--- src/rtl/key_seq_tx.sv ---
// Serial transmitter for the unlock-key link: sends KEY_PATTERN MSB first, then a mode bit,
// then forwards single-bit mode updates. Define KEY_SEQ_TX_GAP_EN to insert GAP_CYCLES idle cycles between beats.
module key_seq_tx #(
  parameter logic [3:0] KEY_PATTERN = 4'b1010,
  parameter int         GAP_CYCLES  = 2
) (
  input  logic clk,
  input  logic reset,
  input  logic start,
  input  logic req_mode,
  input  logic upd,
  input  logic upd_mode,
  output logic key_out,
  output logic valid_cmd,
  output logic busy,
  output logic link_up,
  output logic mode_shadow,
  output logic upd_ready
);

  localparam logic [2:0] S_IDLE   = 3'd0;
  localparam logic [2:0] S_KEY    = 3'd1;
  localparam logic [2:0] S_MODE   = 3'd2;
  localparam logic [2:0] S_GAP    = 3'd3;
  localparam logic [2:0] S_ACTIVE = 3'd4;
  localparam logic [2:0] S_UPD    = 3'd5;

  logic [2:0] state_reg;
  logic [1:0] idx_reg;
  logic       mode_cap_reg;

`ifdef KEY_SEQ_TX_GAP_EN
  localparam logic [3:0] GAP_LOAD = 4'(GAP_CYCLES);
  logic [3:0] gap_cnt_reg;
  logic [2:0] pend_reg;
`endif

  gap_range: assert property (@(posedge clk) disable iff (reset)
    (GAP_CYCLES >= 1 && GAP_CYCLES <= 15));

  // Outputs are registered from the current state, so each beat appears one edge after
  // the state that produces it; every non-beat cycle forces valid_cmd/key_out low.
  always_ff @(posedge clk or posedge reset) begin
    if (reset) begin
      state_reg    <= S_IDLE;
      idx_reg      <= 2'd3;
      mode_cap_reg <= 1'b0;
      key_out      <= 1'b0;
      valid_cmd    <= 1'b0;
      busy         <= 1'b0;
      link_up      <= 1'b0;
      mode_shadow  <= 1'b0;
      upd_ready    <= 1'b0;
`ifdef KEY_SEQ_TX_GAP_EN
      gap_cnt_reg  <= 4'd0;
      pend_reg     <= S_IDLE;
`endif
    end else begin
      key_out   <= 1'b0;
      valid_cmd <= 1'b0;
      busy      <= 1'b0;
      upd_ready <= 1'b0;
      case (state_reg)
        S_IDLE: begin
          if (start) begin
            mode_cap_reg <= req_mode;
            idx_reg      <= 2'd3;
            state_reg    <= S_KEY;
          end
        end
        S_KEY: begin
          valid_cmd <= 1'b1;
          key_out   <= KEY_PATTERN[idx_reg];
          busy      <= 1'b1;
          if (idx_reg != 2'd0) begin
            idx_reg <= idx_reg - 2'd1;
`ifdef KEY_SEQ_TX_GAP_EN
            gap_cnt_reg <= GAP_LOAD;
            pend_reg    <= S_KEY;
            state_reg   <= S_GAP;
`endif
          end else begin
`ifdef KEY_SEQ_TX_GAP_EN
            gap_cnt_reg <= GAP_LOAD;
            pend_reg    <= S_MODE;
            state_reg   <= S_GAP;
`else
            state_reg   <= S_MODE;
`endif
          end
        end
        S_MODE: begin
          valid_cmd   <= 1'b1;
          key_out     <= mode_cap_reg;
          mode_shadow <= mode_cap_reg;
          busy        <= 1'b1;
          state_reg   <= S_ACTIVE;
        end
`ifdef KEY_SEQ_TX_GAP_EN
        S_GAP: begin
          // busy only covers gaps inside the unlock sequence, not after updates
          busy <= ~link_up;
          if (gap_cnt_reg <= 4'd1) begin
            state_reg <= pend_reg;
          end else begin
            gap_cnt_reg <= gap_cnt_reg - 4'd1;
          end
        end
`endif
        S_ACTIVE: begin
          link_up <= 1'b1;
          // upd_ready drops on the accepting edge so a back-to-back upd is dropped
          if (upd && upd_ready) begin
            mode_cap_reg <= upd_mode;
            state_reg    <= S_UPD;
          end else begin
            upd_ready <= 1'b1;
          end
        end
        S_UPD: begin
          valid_cmd   <= 1'b1;
          key_out     <= mode_cap_reg;
          mode_shadow <= mode_cap_reg;
`ifdef KEY_SEQ_TX_GAP_EN
          gap_cnt_reg <= GAP_LOAD;
          pend_reg    <= S_ACTIVE;
          state_reg   <= S_GAP;
`else
          state_reg   <= S_ACTIVE;
`endif
        end
        default: state_reg <= S_IDLE;
      endcase
    end
  end

endmodule

--- config.mk ---
export PLATFORM = sky130hd
export DESIGN_NAME = key_seq_tx
export DESIGN_NICKNAME = d
export VERILOG_FILES = /design/src/rtl/key_seq_tx.sv
export SDC_FILE = /design/constraint.sdc
export NUM_CORES = 1
export LEC_CHECK = 0
export BUFFER_PORTS_ARGS = -buffer_cell sky130_fd_sc_hd__buf_2
export CORE_AREA = 2 2 39 41
export DETAILED_ROUTE_END_ITERATION = 8
export DIE_AREA = 0 0 41 43
export PLACE_DENSITY = 0.7
export SYNTH_ARGS = -nofsm -noshare
export SYNTH_HDL_FRONTEND = slang
export SYNTH_SLANG_ARGS = --single-unit
--- constraint.sdc ---
create_clock -name clk -period 1.52 [get_ports clk]
set_input_delay 0.076 -clock clk [delete_from_list [all_inputs] [get_ports clk]]
set_output_delay 0.076 -clock clk [all_outputs]
set_load 0.05 [all_outputs]
==> metrics.yaml, run 1 <==
power:
  power.leakage_uw: 0.000325
  ir_drop_mv: 0.968
  power_density_nw_per_um2: 2320
synth:
  ys_seq_area_frac: 0.538
  ys_seq_elements: 12
  postSynthCellCount: 55
  synth.distinct_cells: 25
  syn_nets: 62
  avgSynthCellArea_sq_um: 10.2
  synth_area_sq_um: 563
  ys_warn_count: 0
setup_path:
  worstRegToRegCells: 5
  endpoint_kind: "flip-flop"
  startpoint: "idx_reg[0]$_DFFE_PP1P_"
  crit_slowest_cell: "dfstp_2"
  arrival_ps: 1570
  crit_buf_inv: 1
  worstReg2RegStart: "idx_reg[0]$_DFFE_PP1P_"
  critPathRequiredTime_ps: 1700
  critPathMaxFanout: 5
  timing.rr.end: "idx_reg[0]$_DFFE_PP1P_"
  ff2ff_setup_slack_ps: 130
  crit_chain: "inv_1 -> ha_1 -> nor3_1 -> mux2_2 -> a2bb2oi_1"
  path_class: "reg -> reg"
  critical_path.top_delay_family: "flip-flops"
  cp_slowest_stage_delay_ps: 550
  startpoint_type: "flip-flop"
status:
  outcome: "finished, final reports clean"
global_routing:
  antenna_found_initial: 0
  grt-ovfl-total: 0
  grt_max_degree: 15
  grt_pass1_wl_um: 1640
  grt_pass1_vias: 401
  grt_usage: 0.137
cells_and_area:
  largest_reg_flops: 3
  area_growth_pct: 18.0
  num_antenna_cells: 0
  multiInputGateArea_sq_um: 221
  fill_cells: 133
  fin_nets: 77
  regArea_sq_um: 303
  fin_area_sq_um: 664
  stdcell_count: 85
  drive_above_1_share: 0.246
worst_hold_path:
  hp-start: "req_mode"
  hold_depth: 3
  min_to: "mode_cap_reg$_DFFE_PP0P_"
  hp-class: "in -> reg"
timing:
  fmax_mhz: 721
  hold_ws_ps: 79.7
  tightestPinTransition_ps: 437
  setup_viol: 0
  fin_setup_tns_ps: 0
  slew_violations: 0
  rsz0062_at_grt: "false"
  fin_crit_sh: 0.912
  hold_viol: 0
  slew_headroom: 0.708
  fin_skew_ps: 9.58
  period_needed_ps: 1390
die:
  num_io_pins: 12
  die_area_sq_um: 1760
  rows: 14
  die_x_um: 41
  initial_core_util: 0.407
  core_sq_um: 1380
  die_h_um: 43
run:
  maxCapViolCount: 0
routing:
  drt_pass1_iterations: 4
  wl_met3_um: 61
  dr_wl_met2_um: 410
  via_count: 447
  top_layer_used: "met4"
  ant_nets: 0
  wire_per_inst_um: 11.1
  drt-initial-drc-count: 21
  drt-met1-wl_um: 464
  routed_via_density: 5.26
  route.detailed.drc: 0
  drt-total-wl_um: 942
clock_tree:
  cts_buffers: 3
  cts_tree: "built"
  htreeDepth: 1
  cts_root_buffer: "clkbuf_4"
  clk_pin_slew_ps: 80
  cts_resized: 0
  clock_path_buffers: 2
  clk_latency_ps: 270
  cts_sinks: 12
placement:
  postPlaceCellArea_sq_um: 618
  globalplace.congestion: 0.795
  dp.cells: 79
  io_buffers: 11
  hpwl_um: 689
[layout make-up]
type / instances / share of cell area
well taps: 16 / 0.0301
inverters: 5 / 0.0282
repair buffers: 13 / 0.113
clock buffers: 4 / 0.0395
multi-input cells: 35 / 0.333
flip-flops and latches: 12 / 0.456
[cells by family (layout without fill, tap and decap cells)]
family / after synthesis / after routing / share of synthesized area
buffers and inverters: 8 / 22 / 0.0689
adder cells (fa/ha/maj): 1 / 1 / 0.0222
flip-flops: 12 / 12 / 0.538
AO/OA/AOI/OAI: 14 / 14 / 0.184
AND/OR/NAND/NOR: 17 / 17 / 0.131
multiplexers: 3 / 3 / 0.0556
[worst max path at each step]
stage                          endpoint  slack, ps  cells after the start
5_1_grt          idx_reg[0]$_DFFE_PP1P_         90                      5
6_report         idx_reg[0]$_DFFE_PP1P_        130                      5
2_1_floorplan  mode_cap_reg$_DFFE_PP0P_        250                      3
3_3_place_gp     idx_reg[0]$_DFFE_PP1P_        210                      5
4_1_cts          idx_reg[0]$_DFFE_PP1P_        150                      5
3_5_place_dp     idx_reg[0]$_DFFE_PP1P_        160                      5
[routing by layer]
layer  track usage  vias up
met4        0.0600        0
met2         0.191       18
met5             0        -
li1              -      223
met1         0.187      204
met3        0.0471        2
[synth_stat cells]
cell type,n,area share
a2bb2oi_1,2,0.031
a221oi_1,1,0.016
ha_1,1,0.022
a211o_1,1,0.016
o31ai_1,1,0.013
a22o_1,1,0.016
nor3_1,3,0.027
dfstp_2,2,0.093
nor2_1,2,0.013
o21bai_1,1,0.013
nand3_1,1,0.0089
o22ai_1,1,0.011
nand2_1,9,0.060
o21ai_0,1,0.0089
buf_4,2,0.027
nand2b_1,2,0.022
o2bb2ai_1,1,0.016
a21oi_1,2,0.018
o21a_1,1,0.013
mux2_2,1,0.020
a211oi_1,1,0.013
mux2i_1,2,0.036
buf_2,1,0.0089
dfrtp_1,10,0.44
inv_1,5,0.033
[where the power goes]
group | internal, uW | switching [uW]
combinational | 266 | 440
clock | 101 | 105
sequential | 470 | 156
[worst register-to-register path: stages, from the launching register on]
cell	delay, ps
dfstp_2	550
inv_1	60
ha_1	240
nor3_1	200
mux2_2	200
a2bb2oi_1	60
[metrics by stage]
step                 util  power (uW)  setup WS [ps]
finish              0.480        1540            133
global route        0.480        1660           86.8
CTS                 0.480        1540            151
detailed placement  0.447        1340            163
global placement    0.447        1330            209
floorplan               -        1210            246
[placed cells by master (no fill, tap or decap)]
cell and count:
o21ai_0 1, o21bai_1 1, mux2_2 1, clkbuf_4 3, o21a_1 1, clkbuf_1 1, dlygate4sd3_1 2, a211oi_1 1
nand3_1 1, nand2_1 9, a2bb2oi_1 2, o2bb2ai_1 1, dfrtp_1 10, buf_2 11, ha_1 1, a211o_1 1
nor3_1 3, dfstp_2 2, o22ai_1 1, nand2b_1 2, nor2_1 2, inv_1 5, a21oi_1 2, o31ai_1 1
a22o_1 1, mux2i_1 2, a221oi_1 1
[repair_timing]
| item | in CTS | in global routing |
|---|---|---|
| hold buffers | 2 | 0 |
| buffers inserted | 0 | 0 |
| endpoints found under the setup margin | 0 | 0 |
| hold endpoints to repair | 11 | 0 |
Note: power is estimated with default switching activity, not from simulation.
==> run 2, diff against run 1 <==
Settings changed: CTS_CLUSTER_DIAMETER set to 60.
Clock period 1.52 ns to 1.3 ns, I/O delays scaled along.
==> run 2 against run 1 <==
- global-route usage up 1.8 points
- non-clock buffer count rose by 4
- clock skew fell by 0.72 ps
- wire length grew 16%
- via count increased by 1.6%
- critical path depth is the same
- clock power is 16% higher
- critical endpoint unchanged
- largest cell class unchanged
==> metrics.yaml, run 2 (synthesized netlist as in run 1, its figures left out) <==
worst_hold_path:
  hold_depth: 3  # unchanged
  hp-start: "req_mode"  # unchanged
  min_to: "mode_cap_reg$_DFFE_PP0P_"  # unchanged
  hp-class: "in -> reg"  # unchanged
run:
  maxCapViolCount: 0  # unchanged
placement:
  postPlaceCellArea_sq_um: 648  # was 618 sq um
  io_buffers: 11  # unchanged
  globalplace.congestion: 0.766  # was 0.795
  dp.cells: 83  # was 79
  dp_slack_ps: -45.8  # was 163 ps
  hpwl_um: 783  # was 689 um
cells_and_area:
  post-route-util: 0.529  # was 0.480
  num_antenna_cells: 0  # unchanged
  stdcell_count: 89  # was 85
  fin_area_sq_um: 732  # was 664 sq um
  largest_reg_flops: 3  # unchanged
  area_growth_pct: 30.0  # was 18.0%
  layout_commonest_cell: "buf_2"  # unchanged
  drive_above_1_share: 0.384  # was 0.246
  fin_nets: 81  # was 77
  layout_common_cells: "buf_2 (11), nand2_1 (9), dfrtp_1 (9), buf_4 (4)"  # was buf_2 (11), dfrtp_1 (10), nand2_1 (9), inv_1 (5)
routing:
  wire_per_inst_um: 12.2  # was 11.1 um
  via_count: 454  # was 447
  drt-initial-drc-count: 7  # was 21
  drt-total-wl_um: 1090  # was 942 um
  route.detailed.drc: 0  # unchanged
  ant_nets: 0  # unchanged
  drt_pass1_iterations: 3  # was 4
  routed_via_density: 5.10  # was 5.26
timing:
  tightestPinTransition_ps: 459  # was 437 ps
  hold_viol: 0  # unchanged
  fin_crit_sh: 0.957  # was 0.912
  fmax_mhz: 803  # was 721 MHz
  slew_violations: 0  # unchanged
  fin_skew_ps: 8.86  # was 9.58 ps
  fin_setup_tns_ps: 0  # unchanged
  setup_viol: 0  # unchanged
  layout_setup_ws_ps: 55.4  # was 133 ps
  period_needed_ps: 1240  # was 1390 ps
  slew_headroom: 0.694  # was 0.708
power:
  power_density_nw_per_um2: 2760  # was 2320 nW/um^2
  ir_drop_mv: 1.16  # was 0.968 mV
  power.leakage_uw: 0.000346  # was 0.000325 uW
clock_tree:
  post_cts_buffers: 0  # unchanged
  cts_buffers: 3  # unchanged
  cts_sinks: 12  # unchanged
  cts_root_buffer: "clkbuf_4"  # unchanged
  clock_path_buffers: 2  # unchanged
  clk_pin_slew_ps: 80  # about the same
  cts_tree: "built"  # unchanged
  clk_latency_ps: 270  # about the same
  htreeDepth: 1  # unchanged
setup_path:
  worstReg2RegStart: "idx_reg[1]$_DFFE_PP1P_"  # was idx_reg[0]$_DFFE_PP1P_
  cp_slowest_stage_delay_ps: 550  # about the same
  endpoint_kind: "flip-flop"  # unchanged
  crit_slowest_cell: "dfstp_2"  # unchanged
  critPathMaxFanout: 4  # was 5
  crit_buf_inv: 1  # unchanged
  timing.rr.end: "idx_reg[0]$_DFFE_PP1P_"  # unchanged
  crit_chain: "inv_2 -> ha_4 -> nor3_4 -> mux2_2 -> a2bb2oi_2"  # was inv_1 -> ha_1 -> nor3_1 -> mux2_2 -> a2bb2oi_1
  worstRegToRegCells: 5  # unchanged
  startpoint_type: "flip-flop"  # unchanged
  critical_path.top_delay_family: "flip-flops"  # unchanged
  arrival_ps: 1440  # was 1570 ps
  critPathRequiredTime_ps: 1490  # was 1700 ps
  path_class: "reg -> reg"  # unchanged
  ff2ff_setup_slack_ps: 60  # was 130 ps
die:
  num_io_pins: 12  # unchanged
  core_sq_um: 1380  # unchanged
  rows: 14  # unchanged
  die_x_um: 41  # unchanged
  die_area_sq_um: 1760  # unchanged
  die_h_um: 43  # unchanged
  initial_core_util: 0.407  # unchanged
global_routing:
  grt_usage: 0.155  # was 0.137
  grt_pass1_vias: 442  # was 401
  antenna_found_initial: 0  # unchanged
  grt_pass1_wl_um: 1810  # was 1640 um
  grt_max_degree: 13  # was 15
  grt-ovfl-total: 0  # unchanged
status:
  outcome: "finished, final reports clean"  # unchanged
[run 2: cell types whose count changed in the layout (fill, tap and decap cells not counted), sizes merged]
| cell | change |
|---|---|
| buf | +4 |
[run 2: worst max path at each step]
stage / slack [ps] / end / cells past startpoint / from
after floorplan: 30 / mode_cap_reg$_DFFE_PP0P_ / 3 / upd_ready$_DFF_PP0_
after global routing: -0.3 / mode_shadow$_DFFE_PP0N_ / 4 / state_reg[2]$_DFFE_PP0P_
final: 60 / idx_reg[0]$_DFFE_PP1P_ / 5 / idx_reg[1]$_DFFE_PP1P_
after global placement: 30 / idx_reg[0]$_DFFE_PP1P_ / 5 / idx_reg[0]$_DFFE_PP1P_
after CTS: 20 / idx_reg[1]$_DFFE_PP1P_ / 4 / idx_reg[0]$_DFFE_PP1P_
after detailed placement: -50 / idx_reg[0]$_DFFE_PP1P_ / 5 / idx_reg[0]$_DFFE_PP1P_
[run 2: what timing repair did]
item | CTS | global route
setup endpoints to repair | 2 | 4
resized for setup | 2 | 7
hold buffers | 2 | 0
pin swaps | 0 | 2
endpoints found under the hold margin | 11 | 0
[run 2: per-stage QoR]
step / power, uW / hold slack, ps
floorplan: 1420 / -71.7
global placement: 1620 / 81.8
detailed placement: 1650 / 91.6
CTS: 1910 / 76.0
global route: 2160 / 105
finish: 2020 / 69.9
[run 2: per-layer routing]
layer | track usage | vias up | share of wire
met2 | 0.228 | 13 | 0.47
li1 | - | 228 | -
met1 | 0.186 | 209 | 0.44
met3 | 0.0471 | 4 | 0.058
met4 | 0.100 | 0 | 0.024
met5 | 0 | - | 0
[run 2: worst reg2reg max path, cell delays in order (launching register included)]
cell	delay, ps
dfstp_2	550
inv_2	60
ha_4	170
nor3_4	160
mux2_2	190
a2bb2oi_2	50
[run 2: power by group]
part           internal (uW)  switching [uW]
clock                    119             122
sequential               554             156
combinational            439             634
[run 2: layout make-up]
| type | count | area (sq um) |
|---|---|---|
| timing repair buffer | 17 | 105 |
| clock buffer | 4 | 26.3 |
| multi-input combinational | 35 | 258 |
| tap | 16 | 20.0 |
| sequential | 12 | 304 |
| fill | 128 | 652 |
| inverter | 5 | 18.8 |
